`src/rtl/conv_pkg.sv`:
```
// Shared constants and sizing helpers for the convolution pipeline stages.
package conv_pkg;

  localparam int unsigned DEF_DATA_WIDHT = 8;
  localparam int unsigned DEF_COEF_WIDTH = 8;
  localparam int unsigned DEF_SHIFT      = 6;

  // Coefficient bank layout: K1..K9 at 0..8, bias last.
  localparam int unsigned NUM_TAPS = 9;
  localparam int unsigned BIAS_IDX = 9;
  localparam int unsigned NUM_COEF = 10;

  // Output dimension of a 3x3 stride-2 valid window over an image of size img.
  function automatic int unsigned OUT_DIM(input int unsigned img);
    return (img - 3) / 2 + 1;
  endfunction

  // Signed accumulator width that cannot overflow for any pixel/coefficient mix.
  function automatic int unsigned ACC_W(input int unsigned dw, input int unsigned cw);
    return dw + cw + 5;
  endfunction

endpackage

```
`src/rtl/relu_round_sat.sv`:
```
// Round-half-up, ReLU, fixed-point right shift and unsigned saturation.
module relu_round_sat #(
  parameter int unsigned ACC_WIDTH  = 21,
  parameter int unsigned SHIFT      = 6,
  parameter int unsigned DATA_WIDHT = 8
) (
  input  logic signed [ACC_WIDTH-1:0]  acc_i,
  output logic        [DATA_WIDHT-1:0] pix_o
);

  localparam logic signed [ACC_WIDTH-1:0] RoundConst = ACC_WIDTH'(1 << (SHIFT - 1));
  localparam logic signed [ACC_WIDTH-1:0] MaxPix     = ACC_WIDTH'((1 << DATA_WIDHT) - 1);

  logic signed [ACC_WIDTH-1:0] rounded;
  logic signed [ACC_WIDTH-1:0] shifted;

  // Negative results clamp to zero; large positive results clamp to full scale.
  always_comb begin
    rounded = acc_i + RoundConst;
    shifted = rounded >>> SHIFT;
    if (rounded[ACC_WIDTH-1]) begin
      pix_o = '0;
    end else if (shifted > MaxPix) begin
      pix_o = '1;
    end else begin
      pix_o = shifted[DATA_WIDHT-1:0];
    end
  end

endmodule

```
`src/rtl/conv3x3_mac_stage.sv`:
```
// 3x3 signed MAC with runtime coefficients, 3-stage pipeline, raster tracking.
module conv3x3_mac_stage
  import conv_pkg::*;
#(
  parameter int unsigned DATA_WIDHT = DEF_DATA_WIDHT,
  parameter int unsigned COEF_WIDTH = DEF_COEF_WIDTH,
  parameter int unsigned SHIFT      = DEF_SHIFT,
  parameter int unsigned IMG_WIDHT  = 299,
  parameter int unsigned IMG_HEIGHT = 299
) (
  input  logic                  clk,
  input  logic                  rst,
  input  logic [DATA_WIDHT-1:0] Data_In1,
  input  logic [DATA_WIDHT-1:0] Data_In2,
  input  logic [DATA_WIDHT-1:0] Data_In3,
  input  logic [DATA_WIDHT-1:0] Data_In4,
  input  logic [DATA_WIDHT-1:0] Data_In5,
  input  logic [DATA_WIDHT-1:0] Data_In6,
  input  logic [DATA_WIDHT-1:0] Data_In7,
  input  logic [DATA_WIDHT-1:0] Data_In8,
  input  logic [DATA_WIDHT-1:0] Data_In9,
  input  logic                  Valid_In,
  input  logic [COEF_WIDTH-1:0] Coef_In,
  input  logic                  Coef_Valid,
  output logic                  Coef_Ready,
  output logic [DATA_WIDHT-1:0] Data_Out,
  output logic                  Valid_Out,
  output logic                  Frame_Done
);

  localparam int unsigned OUT_W      = OUT_DIM(IMG_WIDHT);
  localparam int unsigned OUT_H      = OUT_DIM(IMG_HEIGHT);
  localparam int unsigned ACC_WIDTH  = ACC_W(DATA_WIDHT, COEF_WIDTH);
  localparam int unsigned PROD_WIDTH = DATA_WIDHT + COEF_WIDTH + 1;
  localparam int unsigned COL_W      = $clog2(OUT_W);
  localparam int unsigned ROW_W      = $clog2(OUT_H);

  logic [DATA_WIDHT-1:0] pix [NUM_TAPS];
  assign pix[0] = Data_In1;
  assign pix[1] = Data_In2;
  assign pix[2] = Data_In3;
  assign pix[3] = Data_In4;
  assign pix[4] = Data_In5;
  assign pix[5] = Data_In6;
  assign pix[6] = Data_In7;
  assign pix[7] = Data_In8;
  assign pix[8] = Data_In9;

  logic signed [COEF_WIDTH-1:0] coef_q [NUM_COEF];
  logic [3:0] idx_q, idx_d, wr_idx;
  logic       ready_q, ready_d;

  // Load sequencing: a write while ready restarts the bank at K1.
  always_comb begin
    idx_d   = idx_q;
    ready_d = ready_q;
    wr_idx  = ready_q ? 4'd0 : idx_q;
    if (Coef_Valid) begin
      ready_d = 1'b0;
      if (wr_idx == 4'(BIAS_IDX)) begin
        idx_d   = 4'd0;
        ready_d = 1'b1;
      end else begin
        idx_d = wr_idx + 4'd1;
      end
    end
  end

  // Coefficient bank and load state.
  always_ff @(posedge clk or posedge rst) begin
    if (rst) begin
      for (int i = 0; i < NUM_COEF; i++) coef_q[i] <= '0;
      idx_q   <= '0;
      ready_q <= 1'b0;
    end else begin
      if (Coef_Valid) coef_q[wr_idx] <= Coef_In;
      idx_q   <= idx_d;
      ready_q <= ready_d;
    end
  end

  logic signed [PROD_WIDTH-1:0] prod_d [NUM_TAPS];
  logic signed [PROD_WIDTH-1:0] prod_q [NUM_TAPS];
  logic signed [ACC_WIDTH-1:0]  bias1_d, bias1_q, bias2_q;
  logic signed [ACC_WIDTH-1:0]  rsum_d [3];
  logic signed [ACC_WIDTH-1:0]  rsum_q [3];
  logic                         v1_q, v2_q;

  // S1 products and pre-scaled bias, captured with the coefficients of this edge.
  always_comb begin
    for (int i = 0; i < NUM_TAPS; i++) begin
      prod_d[i] = PROD_WIDTH'($signed({1'b0, pix[i]})) * PROD_WIDTH'(coef_q[i]);
    end
    bias1_d = ACC_WIDTH'(coef_q[BIAS_IDX]) <<< SHIFT;
  end

  // S2 row partial sums.
  always_comb begin
    for (int r = 0; r < 3; r++) begin
      rsum_d[r] = ACC_WIDTH'(prod_q[3*r]) + ACC_WIDTH'(prod_q[3*r+1])
                + ACC_WIDTH'(prod_q[3*r+2]);
    end
  end

  // S1/S2 pipeline registers; windows are dropped until the bank is complete.
  always_ff @(posedge clk or posedge rst) begin
    if (rst) begin
      for (int i = 0; i < NUM_TAPS; i++) prod_q[i] <= '0;
      for (int r = 0; r < 3; r++) rsum_q[r] <= '0;
      bias1_q <= '0;
      bias2_q <= '0;
      v1_q    <= 1'b0;
      v2_q    <= 1'b0;
    end else begin
      prod_q  <= prod_d;
      bias1_q <= bias1_d;
      v1_q    <= Valid_In & ready_q;
      rsum_q  <= rsum_d;
      bias2_q <= bias1_q;
      v2_q    <= v1_q;
    end
  end

  logic signed [ACC_WIDTH-1:0]  acc_sum;
  logic        [DATA_WIDHT-1:0] sat_pix;

  assign acc_sum = rsum_q[0] + rsum_q[1] + rsum_q[2] + bias2_q;

  relu_round_sat #(
    .ACC_WIDTH (ACC_WIDTH),
    .SHIFT     (SHIFT),
    .DATA_WIDHT(DATA_WIDHT)
  ) u_relu_round_sat (
    .acc_i(acc_sum),
    .pix_o(sat_pix)
  );

  logic [COL_W-1:0]      col_q, col_d;
  logic [ROW_W-1:0]      line_q, line_d;
  logic                  last_col, last_pix;
  logic [DATA_WIDHT-1:0] data_q;
  logic                  valid_q, frame_done_q;

  assign last_col = (col_q == COL_W'(OUT_W - 1));
  assign last_pix = last_col && (line_q == ROW_W'(OUT_H - 1));

  // Raster position of the next output pixel.
  always_comb begin
    col_d  = col_q;
    line_d = line_q;
    if (v2_q) begin
      if (last_col) begin
        col_d  = '0;
        line_d = last_pix ? '0 : line_q + ROW_W'(1);
      end else begin
        col_d = col_q + COL_W'(1);
      end
    end
  end

  // S3 output registers; Data_Out holds between valid pixels.
  always_ff @(posedge clk or posedge rst) begin
    if (rst) begin
      col_q        <= '0;
      line_q       <= '0;
      data_q       <= '0;
      valid_q      <= 1'b0;
      frame_done_q <= 1'b0;
    end else begin
      col_q        <= col_d;
      line_q       <= line_d;
      valid_q      <= v2_q;
      frame_done_q <= v2_q & last_pix;
      if (v2_q) data_q <= sat_pix;
    end
  end

  assign Coef_Ready = ready_q;
  assign Data_Out   = data_q;
  assign Valid_Out  = valid_q;
  assign Frame_Done = frame_done_q;

endmodule

```
`config.mk`:
```
export PLATFORM = sky130hd
export DESIGN_NAME = conv3x3_mac_stage
export DESIGN_NICKNAME = d
export VERILOG_FILES = /design/src/rtl/conv_pkg.sv /design/src/rtl/relu_round_sat.sv /design/src/rtl/conv3x3_mac_stage.sv
export SDC_FILE = /design/constraint.sdc
export NUM_CORES = 2
export LEC_CHECK = 0
export CELL_PAD_IN_SITES_DETAIL_PLACEMENT = 0
export CELL_PAD_IN_SITES_GLOBAL_PLACEMENT = 1
export CORE_ASPECT_RATIO = 0.7
export CORE_MARGIN = 2
export CORE_UTILIZATION = 45
export DETAILED_ROUTE_END_ITERATION = 6
export PLACE_DENSITY = 0.73
export SKIP_CTS_REPAIR_TIMING = 1
export SLEW_MARGIN = 10
export SYNTH_ARGS = -nofsm -noshare
export SYNTH_HDL_FRONTEND = slang
export SYNTH_SLANG_ARGS = --single-unit
```
`constraint.sdc`:
```
create_clock -name clk -period 14.1 [get_ports clk]
set_input_delay 2.115 -clock clk [delete_from_list [all_inputs] [get_ports clk]]
set_output_delay 2.115 -clock clk [all_outputs]
set_load 0.03 [all_outputs]
```
==> impl_results.md <==
- Slowest stage cell, crit path: clkdlybuf4s50_1
- Unrepaired setup endpoints after global routing: false
- CTS clk-pin slew, worst paths: 0.06 ns
- Syn Inst Count: 3315
- Critical path peak fanout: 8
- Post-synth EDFFs: 0
- Proportion of layout cells with a drive suffix above 1: 0.0497
- Area of the multi-input gates: 0.0231 sq mm
- Die width: 333 microns
- Total Die Area: 0.0779 sq mm
- Die H: 234 microns
- Share of the clock period used by the worst path: 0.460
- Type of origin of the critical path: input pin
- Mean routed wirelength per cell: 17.2 microns
- Syn_area_per_cell: 10.3 sq um
- First-pass GRT wire length: 128 mm
- Fin. max-slew vios: 0
- DPL Wire Length: 60.5 mm
- Hold Violations, Final: 0
- Reg area: 0.00848 sq mm
- Hold Path Origin: bias1_q[12]
- Root Driver: clkbuf_16
- Port Buf Inserts: 94
- Post-synth cell types: 64
- Worst Path Arrival: 6.91 ns
- Starting Density: 0.454
- Top Layer Used: met4
- Core area: 0.0749 sq mm
- Area after DPL: 0.0362 sq mm
- FMAX: 154 MHz
- TNS Setup: 0 ns
- Slew headroom: 0.304
- Core Util, Final: 0.502
- CP most frequent cell: fa_1
- Status: complete, no violations
- CTS Sinks: 339
- Final Wtd Congestion: 0.857
- Met2 wire length: 32.2 mm
- Hold/Removal Path Class: reg -> reg
- YS warnings: 0
- Via count of the first global-routing pass: 22800
- Worst slew pin tran: 1.04 ns
- Placed cell count: 4381
- WL met3: 3.67 mm
- Routed Antenna Nets: 0
- Total track usage: 0.210
- Hold Path Depth: 0
- WL met1: 39.8 mm
- Drt first-iter violations: 1154
- Prevailing post-synth register cell: dfrtp_1
- CTS Buf Count: 39
- # fillers: 6845
- Max stage delay on crit path: 0.60 ns
- Crit end category: flip-flop
- Tmin final: 6.49 ns
- Share of the synthesized area in the top cell type: 0.249
- Top cells by area, synth: dfrtp_1 25%, fa_1 25%, ha_1 17%
- H-tree levels: 2
- Critical path launch point: Data_In6[2]
- CTS tree: built
- Final Skew: 0.0145 ns
- CP required: 14.53 ns
- Largest net degree at the start of global routing: 168
- Largest area contributor in the netlist: dfrtp_1
- Worst r2r src: coef_q[55]
- Post-Syn Area: 0.0340 sq mm
- Ports: 95
- Worst reg-to-reg path cell count: 17
- Via count: 22000
- Max-cap violations: 0
- Clk buf depth: 3
- FFs w/ async S/R, synth: 1.00
- Design Area, Final: 0.0376 sq mm
- Number of vias per cell: 4.94
- Cell Count, Final, Fillers Out: 4453
- Synthesized Nets: 4282
- Drt total wl: 76.8 mm
- Register area share after synthesis: 0.249
- Worst-skew pair later-pin latency: 0.55 ns
- Grt ovf: 0
- Post-route DRC: 0
- Area Overhead vs Synth: 10.6%
- DR pass1 iterations: 7
- Antenna violations before repair: 6
- Synth Register Bits: 339
- Layout Nets: 4400
- Setup Viol. Count Final: 0
- Worst-path cell chain: clkdlybuf4s50_1, and2_1, fa_1, inv_1, fa_1, fa_1, fa_1, inv_1, ha_1, nor2b_1, o21ai_1, a21boi_0, o21ai_0, nand2b_1, a21o_1, a41o_1, o41a_1, xnor2_1
- Critical path type: in -> reg
- Row count: 84
## area by class of cell
cell class,instances,area share
tap,989,0.0329
clock inverter,22,0.00874
clock buffer,48,0.0290
antenna,2,0.000133
multi-input combinational,2333,0.615
inverter,614,0.0614
timing repair buffer,106,0.0276
sequential,339,0.225
## Yosys cell counts (4+ instances only)
cell type / n
dfrtp_1: 339
mux2_2: 78
nand4_1: 12
o31ai_1: 5
xor2_1: 41
fa_1: 419
or2_2: 5
o21bai_1: 5
a21oi_1: 67
o41a_1: 13
nor2_1: 152
nor3b_1: 4
nand3_1: 29
o21a_1: 17
o2111ai_1: 8
o21ai_1: 10
nor2b_1: 30
and3_1: 9
or3_1: 6
nor3_1: 30
a41o_1: 9
and2_1: 318
inv_1: 614
a21boi_0: 13
o22ai_1: 5
buf_1: 8
a21o_1: 33
ha_1: 464
nand2_1: 261
a211oi_1: 10
clkbuf_1: 21
xnor2_1: 117
nand2b_1: 64
o21ai_0: 46
a31oi_1: 11
## per-layer routing
metal,global-route usage,vias to the layer above
met4,0.0344,0
met1,0.328,10900
met2,0.310,346
met5,0,-
met3,0.0313,64
li1,-,10700
## critical path, delay by kind of cell
| kind | cells | cell delay (ns) |
|---|---|---|
| adder cells (fa/ha/maj) | 5 | 2.13 |
| XOR/XNOR | 1 | 0.13 |
| buffers and inverters | 3 | 0.72 |
| AND/OR/NAND/NOR | 3 | 0.55 |
| AO/OA/AOI/OAI | 6 | 1.28 |
## final timing paths
path | endpoint | slack [ns]
worst max-delay path | prod_q[67] | 7.61
worst min-delay path | bias2_q[12] | 0.35
worst max register to register | prod_q[101] | 9.22
worst min register to register | bias2_q[12] | 0.35
max in group asynchronous | coef_q[74] | 9.83
min in group asynchronous | coef_q[71] | 2.12
## metrics by stage
| stage | hold WS, ns | setup WS, ns |
|---|---|---|
| after floorplan | 0.331 | 2.59 |
| after global placement | 0.332 | 7.15 |
| after detailed placement | 0.336 | 7.10 |
| after CTS | 0.352 | 7.64 |
| after global routing | 0.356 | 7.32 |
| final | 0.347 | 7.61 |
## registers in the layout, indices dropped and copies added (netlist names), 4 cells and up
name	cells
prod_q	153
coef_q	72
rsum_q	57
Data_Out	8
bias1_d	8
bias1_q	8
bias2_q	8
col_q	8
line_q	8
idx_q	4
## cells in the final DEF (no fill, tap or decap), types with 67 or more instances in the layout
cell type	n
nor2_1	152
dfrtp_1	339
mux2_2	78
clkdlybuf4s50_1	93
xnor2_1	117
inv_1	613
and2_1	318
ha_1	464
a21oi_1	67
fa_1	419
nand2_1	261
## kinds of logic after synthesis
logic type                 count (synthesis)  share of synthesized area
AOI/OAI and AO/OA                        275                     0.0546
xor gates and xnor gates                 158                     0.0407
adders and majority gates                883                      0.417
buffers and inverters                    643                     0.0709
DFF                                      339                      0.249
muxes                                     82                     0.0270
and+or+nand+nor                          935                      0.140
Power is left out: the tool's default activity adds up to more than one toggle a clock period on the data nets, which glitch-free logic cannot reach.
